===== config.mk =====
export PLATFORM = sky130hd
export DESIGN_NAME = ofdm_cp_remover
export DESIGN_NICKNAME = d
export VERILOG_FILES = /design/src/rtl/ofdm_cp_remover.sv
export SDC_FILE = /design/constraint.sdc
export NUM_CORES = 1
export LEC_CHECK = 0
export ABC_AREA = 1
export BUFFER_PORTS_ARGS = -buffer_cell sky130_fd_sc_hd__buf_2
export CORE_UTILIZATION = 48
export DETAILED_ROUTE_END_ITERATION = 8
export GPL_TIMING_DRIVEN = 0
export SKIP_LAST_GASP = 1
export SLEW_MARGIN = 25
export SYNTH_ARGS = -nofsm -noshare
export SYNTH_HDL_FRONTEND = slang
export SYNTH_SLANG_ARGS = --single-unit

===== constraint.sdc =====
create_clock -name clk -period 10.7 [get_ports clk]
set_input_delay 1.605 -clock clk [delete_from_list [all_inputs] [get_ports clk]]
set_output_delay 1.605 -clock clk [all_outputs]
set_load 0.02 [all_outputs]

===== src/rtl/ofdm_cp_remover.sv =====
// OFDM cyclic-prefix remover: drops CP_LEN prefix samples per symbol and forwards
// the N_FFT useful samples into a first-word-fall-through output FIFO.
module ofdm_cp_remover #(
    parameter int DATA_W     = 14,
    parameter int N_FFT      = 64,
    parameter int CP_LEN     = 16,
    parameter int FIFO_DEPTH = 32
) (
    input  logic                          clk,
    input  logic                          reset,
    input  logic                          en,
    input  logic                          sync_start,
    input  logic                          clr_flags,
    input  logic                          in_valid,
    input  logic [DATA_W-1:0]             in_real,
    input  logic [DATA_W-1:0]             in_imag,
    input  logic                          out_ready,
    output logic                          out_valid,
    output logic [DATA_W-1:0]             out_real,
    output logic [DATA_W-1:0]             out_imag,
    output logic                          out_sop,
    output logic                          out_eop,
    output logic [15:0]                   symbol_cnt,
    output logic [$clog2(FIFO_DEPTH):0]   fifo_level,
    output logic                          overflow,
    output logic                          resync_err,
    output logic                          busy
);

    localparam int AW = $clog2(FIFO_DEPTH);
    localparam int LW = AW + 1;
    localparam int CW = (CP_LEN > 1) ? $clog2(CP_LEN) : 1;
    localparam int SW = (N_FFT > 1) ? $clog2(N_FFT) : 1;
    localparam int EW = 2 * DATA_W + 2;

    localparam logic [CW-1:0] CP_LAST  = CW'(CP_LEN - 1);
    localparam logic [SW-1:0] SMP_LAST = SW'(N_FFT - 1);
    localparam logic [LW-1:0] LVL_FULL = LW'(FIFO_DEPTH);

    typedef enum logic [1:0] {
        IDLE    = 2'd0,
        SKIP_CP = 2'd1,
        PASS    = 2'd2
    } state_t;

    state_t          state_q, state_d;
    logic [CW-1:0]   cp_cnt_q, cp_cnt_d;
    logic [SW-1:0]   smp_cnt_q, smp_cnt_d;
    logic [15:0]     sym_cnt_q, sym_cnt_d;
    logic            ovf_q, ovf_d;
    logic            rse_q, rse_d;

    logic            start;
    logic            resync_hit;
    logic            push_req;
    logic            push_sop;
    logic            push_eop;

    // ------------------------------------------------------------------
    // Symbol framing
    // ------------------------------------------------------------------
    always_comb begin
        state_d    = state_q;
        cp_cnt_d   = cp_cnt_q;
        smp_cnt_d  = smp_cnt_q;
        sym_cnt_d  = sym_cnt_q;
        start      = 1'b0;
        resync_hit = 1'b0;
        push_req   = 1'b0;
        push_sop   = 1'b0;
        push_eop   = 1'b0;

        case (state_q)
            IDLE: begin
                if (en && in_valid && sync_start) begin
                    start = 1'b1;
                end
            end
            SKIP_CP: begin
                // Dropping enable abandons the prefix in progress; no useful data lost.
                if (!en) begin
                    state_d = IDLE;
                end else if (in_valid) begin
                    if (sync_start) begin
                        start = 1'b1;
                    end else if (cp_cnt_q == CP_LAST) begin
                        state_d   = PASS;
                        smp_cnt_d = '0;
                    end else begin
                        cp_cnt_d = cp_cnt_q + CW'(1);
                    end
                end
            end
            PASS: begin
                if (in_valid) begin
                    if (sync_start) begin
                        resync_hit = 1'b1;
                        start      = 1'b1;
                    end else begin
                        push_req = 1'b1;
                        push_sop = (smp_cnt_q == '0);
                        push_eop = (smp_cnt_q == SMP_LAST);
                        if (smp_cnt_q == SMP_LAST) begin
                            sym_cnt_d = sym_cnt_q + 16'd1;
                            smp_cnt_d = '0;
                            cp_cnt_d  = '0;
                            state_d   = en ? SKIP_CP : IDLE;
                        end else begin
                            smp_cnt_d = smp_cnt_q + SW'(1);
                        end
                    end
                end
            end
            default: begin
                state_d = IDLE;
            end
        endcase

        // The sync sample itself is prefix sample 0, so counting resumes at 1.
        if (start) begin
            if (CP_LEN == 1) begin
                state_d   = PASS;
                smp_cnt_d = '0;
            end else begin
                state_d  = SKIP_CP;
                cp_cnt_d = CW'(1);
            end
        end
    end

    // ------------------------------------------------------------------
    // Output FIFO (first-word-fall-through, no bypass)
    // ------------------------------------------------------------------
    logic [EW-1:0]   mem [FIFO_DEPTH];
    logic [AW-1:0]   wr_ptr_q, wr_ptr_d;
    logic [AW-1:0]   rd_ptr_q, rd_ptr_d;
    logic [LW-1:0]   level_q, level_d;
    logic [EW-1:0]   rd_word;
    logic            empty;
    logic            full;
    logic            pop;
    logic            push_ok;

    assign empty   = (level_q == '0);
    assign full    = (level_q == LVL_FULL);
    assign pop     = !empty && out_ready;
    // A full FIFO still accepts when the head leaves in the same cycle.
    assign push_ok = push_req && (!full || pop);
    assign rd_word = mem[rd_ptr_q];

    always_comb begin
        wr_ptr_d = wr_ptr_q;
        rd_ptr_d = rd_ptr_q;
        level_d  = level_q;
        if (push_ok) begin
            wr_ptr_d = wr_ptr_q + AW'(1);
        end
        if (pop) begin
            rd_ptr_d = rd_ptr_q + AW'(1);
        end
        case ({push_ok, pop})
            2'b10:   level_d = level_q + LW'(1);
            2'b01:   level_d = level_q - LW'(1);
            default: level_d = level_q;
        endcase
    end

    always_ff @(posedge clk) begin
        if (push_ok) begin
            mem[wr_ptr_q] <= {push_sop, push_eop, in_real, in_imag};
        end
    end

    // ------------------------------------------------------------------
    // Sticky flags: a new event in the same cycle overrides the clear.
    // ------------------------------------------------------------------
    always_comb begin
        ovf_d = ovf_q;
        rse_d = rse_q;
        if (clr_flags) begin
            ovf_d = 1'b0;
            rse_d = 1'b0;
        end
        if (push_req && !push_ok) begin
            ovf_d = 1'b1;
        end
        if (resync_hit) begin
            rse_d = 1'b1;
        end
    end

    always_ff @(posedge clk) begin
        if (reset) begin
            state_q   <= IDLE;
            cp_cnt_q  <= '0;
            smp_cnt_q <= '0;
            sym_cnt_q <= '0;
            ovf_q     <= 1'b0;
            rse_q     <= 1'b0;
            wr_ptr_q  <= '0;
            rd_ptr_q  <= '0;
            level_q   <= '0;
        end else begin
            state_q   <= state_d;
            cp_cnt_q  <= cp_cnt_d;
            smp_cnt_q <= smp_cnt_d;
            sym_cnt_q <= sym_cnt_d;
            ovf_q     <= ovf_d;
            rse_q     <= rse_d;
            wr_ptr_q  <= wr_ptr_d;
            rd_ptr_q  <= rd_ptr_d;
            level_q   <= level_d;
        end
    end

    // Head-of-FIFO fields are masked while empty so stale RAM never shows.
    assign out_valid  = !empty;
    assign out_sop    = empty ? 1'b0 : rd_word[EW-1];
    assign out_eop    = empty ? 1'b0 : rd_word[EW-2];
    assign out_real   = empty ? '0 : rd_word[2*DATA_W-1:DATA_W];
    assign out_imag   = empty ? '0 : rd_word[DATA_W-1:0];
    assign symbol_cnt = sym_cnt_q;
    assign fifo_level = level_q;
    assign overflow   = ovf_q;
    assign resync_err = rse_q;
    assign busy       = (state_q != IDLE);

endmodule


### Word level (Yosys, flattened, before mapping)

Memory sizes are Yosys's and may differ from the RTL's. A register that Yosys moved wholly into a read port is not among the register bits.
Index checks and enable logic that the tools add are counted.
W data, S select, Z words.

* register bits: 46
* bits in writable memories: 960
* bits of input ports: 35
* word-level logic and storage cells: 129
* memories: 1

Memories
* mem: depth 32, width 30, read ports 1, clocked after Yosys merged registers in 1, wr ports 1, line 134 `logic [EW-1:0] mem [FIFO_DEPTH];`

* $add $sub $neg: 7
* eq/ne operators: 29
* mux-type cells: 54
* bitwise gates (word level): 2
* reductions and logical operators: 25

Operators with widths (count)
* $mux W6: 7
* $ne A3 B3 Y1 const B: 10
* $mux W14: 2
* $mux W4: 7
* $mux W1: 24
* $pmux W6 S2: 2
* $reduce_and A7 Y1: 3
* $ne A2 B2 Y1 const B: 9
* $add A16 B1 Y16 const B: 1
* $reduce_and A8 Y1: 2
* $mux W2: 7
* $add A6 B1 Y6 const B: 2
* $eq A6 B6 Y1 const B: 2
* $logic_not A6 Y1: 2
* $ne A4 B4 Y1 const B: 3
* $add A5 B1 Y5 const B: 2
* $mux W5: 2
* $reduce_bool A2 Y1: 5
* $pmux W4 S2: 1
* $pmux W2 S3: 1
* $sub A6 B1 Y6 const B: 1
* $logic_and A1 B1 Y1: 5
* $add A4 B1 Y4 const B: 1
* $eq A2 B1 Y1 const B: 2
* 10 further kinds: 14

### Depth between registers and ports, before layout

* word-level depth: 8
* depth in mapped cells: 14
* mapped depth without buffers: 14

### Worst setup path after synthesis

OpenSTA, ideal clock, no wires.

* path kind: input to register
* start point: in in_valid
* end point: mem mem[3][0] in the netlist's numbering, enable pin
* setup time: 0.461 ns
* arrival: 4.465 ns
* slack: 5.774 ns
* stages: 6
* cell sequence: inv_1 nor2_1 nand2_1 nor2_4 nand2_1 nor3b_1

* cells in the longest elaborated chain, start to end: 5

Ends and longest elaborated chain
* start, declared: line 14 `input logic in_valid,`
* $mux W1: line 95 `if (in_valid) begin`
* $mux W1: line 73 `case (state_q)`
* $logic_and A1 B1 Y1: line 148 `assign push_ok = push_req && (!full || pop);`
* $mux W1: line 169 `if (push_ok) begin`
* $mux W1 (implied by the code): line 170 `mem[wr_ptr_q] <= {push_sop, push_eop, in_real, in_imag};`
* end, declared: line 134

Every way passes these cells.

==> results by group <==
Synth
  • Synth top area cells: edfxtp_1 70%, nand2_1 11%, nand3_1 8.8%
  • Synthesized area: 0.0414 mm^2
  • Sequential share of the synthesized area: 72.1%
  • Async S/R FF share, synth: 0%
  • Unique masters post-synth: 38
  • Syn_nets: 3684
  • Number of synthesized flops with an enable pin: 960
  • Cell count after synthesis: 3631
  • Synth warn: 0
  • Post-synth top area share: 69.6%
  • Seq cells post-synth: 1011
  • Most used DFF post-synth: edfxtp_1
  • List of most frequent post-synthesis cells: 1257 x nand2_1, 960 x edfxtp_1, 731 x nand3_1, 167 x nor2_1, 94 x buf_2
  • Area leader, netlist: edfxtp_1
  • Syn Area/Cell: 11.4 um^2
  • Cell with the most instances after synthesis: nand2_1

Power
  • Gate power share: 25.3%
  • Clk network pwr share: 34.6%
  • Pwr Density: 226 mW/mm^2
  • Internal Power: 7.26 mW
  • Leakage: 17.6 nW
  • Switch share: 33.3%
  • Peak VDD IR: 0.191 mV
  • Total Power: 10.9 mW
  • NetSw: 3.62 mW
  • Sequential Power Share: 40.1%

GRT
  • GRT Util Overall: 30.2%
  • Vias in the first global route: 26800
  • GRT Residual Overflow: 0
  • Antenna violations before repair: 3
  • Largest net degree at the start of global routing: 42
  • First-pass GRT wire length: 187000 um

Setup path
  • Critical-path cell list: buf_2 > clkbuf_1 > nand3_1 > nand2_1 > nand2_1 > nand3_1 > nand2_1 > nor2_1 > buf_2
  • CP max stage cell: dfxtp_1
  • CP Launch Type: register
  • Critical path's most frequent cell: nand2_1
  • Critical path buffer and inverter count: 3
  • CP required: 9.10 ns
  • Slowest stage delay, CP: 0.65 ns
  • CP arrival: 3.93 ns
  • Setup CP Type: register to primary output
  • Critical Path End Type: primary output
  • Crit Path Max Fanout: 10
  • Crit path max-delay family: buffers and inverters

Routing
  • WL final: 131000 um
  • Routed length per instance: 25.7 um
  • DR DRC count: 0
  • Via-to-Cell Ratio: 5.67
  • Post-route ant nets: 0
  • Pre-antenna DRT Iters: 6
  • Detailed-route via count: 29000
  • 1st-iter DRT viols: 3334

Clock network
  • Worst-Skew Late Latency: 0.67 ns
  • CTS tree: yes
  • CTS clk-pin slew, worst paths: 0.06 ns
  • Sink Count: 1011
  • CTS Hold Bufs: 0
  • Setup Buffers After CTS: 0
  • Clock Tree Root: clkbuf_16
  • Maximum clock insertion buffer count: 3
  • CTS HTree Levels: 3
  • Total CTS buffers: 104
  • Post_cts resized: 0

Timing
  • Clock skew: 0.0152 ns
  • Final hold vios: 0
  • Slew HR: 29.8%
  • RSZ-0062 raised after global routing: no
  • Total negative slack: 0 ns
  • # setup viols final: 0
  • Achievable clock frequency: 181 MHz
  • Fin Hold WS: 0.468 ns
  • Pins Over Slew Limit: 0
  • Period minus WS final: 5.54 ns
  • Final period util: 51.7%
  • Least-Margin Pin Slew: 1.05 ns

Place
  • IO Port Bufs: 89
  • Gpl congestion: 0.909
  • Placed insts: 4922
  • DP Area: 0.0446 mm^2
  • DP HPWL: 88700 um

Floorplanning
  • DIE AREA: 0.0874 mm^2
  • Core Footprint: 0.0853 mm^2
  • Die Height: 296 um
  • Die width: 296 um
  • Row Count: 107
  • Io pins: 91
  • Initial Utilization: 48.5%

Layout
  • Cell Count, Final, Fillers Out: 5116
  • Final #Nets: 3937
  • Share of layout cells above drive strength 1: 12.1%
  • Post-route cell area: 0.0482 mm^2
  • Fillers: 7193
  • P&R area growth vs syn: 16.3%
  • N_diodes: 0

Worst hold path
  • Hold Crit Class: register to register

Run status
  • Outcome: completed

Flow run
  • Max Cap Viol: 0
==> worst reg2reg max path: stages (launching register included) <==
cell and delay, ns:
dfxtp_1 0.45, nor2_1 0.12, nand3_2 0.18, nand2_1 0.19
inv_2 0.16, nor2_2 0.07, nor2_4 0.16, nand2_1 0.50
nor2_4 0.82, buf_16 0.26
==> layer usage <==
layer,part of all wire (%),up-vias,global-route usage (%)
met1,41,14100,43.3
met5,0.0084,-,0
li1,-,13200,-
met4,3.2,2,9.91
met3,11,213,6.09
met2,45,1549,46.1
==> metrics by stage <==
step           util [%]  worst slack, ns
3_5_place_dp       52.3             6.02
5_1_grt            56.5             5.12
3_3_place_gp       50.7             2.99
6_report           56.5             5.16
4_1_cts            56.5             5.31
2_1_floorplan         -             5.77
==> logic make-up (layout without fill, tap and decap cells) <==
group                      after synthesis  after routing  share of synthesized area [%]
AOI/OAI and AO/OA                      146            146                           1.87
DFF                                   1011           1011                           72.1
and+or+nand+nor                       2186           2186                           22.2
xor gates and xnor gates                 6              6                          0.127
adders and majority gates               18             18                          0.562
buffers and inverters                  264            605                           3.12
==> worst paths after layout <==
check	from	end	slack [ns]	depth (start not counted)
max	register	out_imag[4]	5.16	9
min	overflow	overflow	0.47	2
max reg2reg	fifo_level[0]	mem[5][11]	7.48	9
min reg2reg	overflow	overflow	0.47	2
==> power by group through the flow <==
stage	logic [mW]	registers [mW]	clock network (mW)
finish	2.75	4.36	3.77
global route	2.95	4.36	3.94
CTS	2.70	4.36	3.79
detailed placement	2.68	4.45	0
global placement	2.66	4.45	0
floorplan	1.56	4.45	0
==> layout make-up <==
cell class	instances	area [um^2]	share of cell area (%)
Sequential cell	1011	29800	62.0
Multi-Input combinational cell	2356	10500	21.8
Clock buffer	118	2700	5.60
Timing Repair Buffer	147	1550	3.21
Tap cell	1144	1430	2.97
Buffer	214	1100	2.29
Clock inverter	76	840	1.74
Inverter	50	189	0.392
==> sequential cells by signal (all words and copies together) (netlist names), named ones only <==
name	flops
state_q	2
overflow	1
resync_err	1
wr_ptr_q	5
smp_cnt_q	6
mem	960
symbol_cnt	16
cp_cnt_q	4
fifo_level	6
rd_ptr_q	5
==> cell usage in the layout (no fill, tap or decap), types with 3 or more instances in the layout <==
cell and count:
nand2_1 1257, edfxtp_1 960, nand3_1 731, buf_2 188, nor2_1 138, clkbuf_16 106, clkbuf_1 71, a21oi_1 70
o21ai_0 53, dfxtp_1 51, inv_1 44, nor2_4 31, buf_1 30, buf_16 30, buf_4 27, clkinv_1 23
clkinv_2 20, buf_6 17, ha_1 17, bufinv_16 17, o211ai_1 12, clkinvlp_4 11, nor3_1 9, buf_8 6
o21ai_1 6, inv_2 4, xnor2_1 4, nand4_1 4, inv_6 4, nor2_2 3, nand2_2 3, buf_12 3
(Power assumes the default switching activity.)
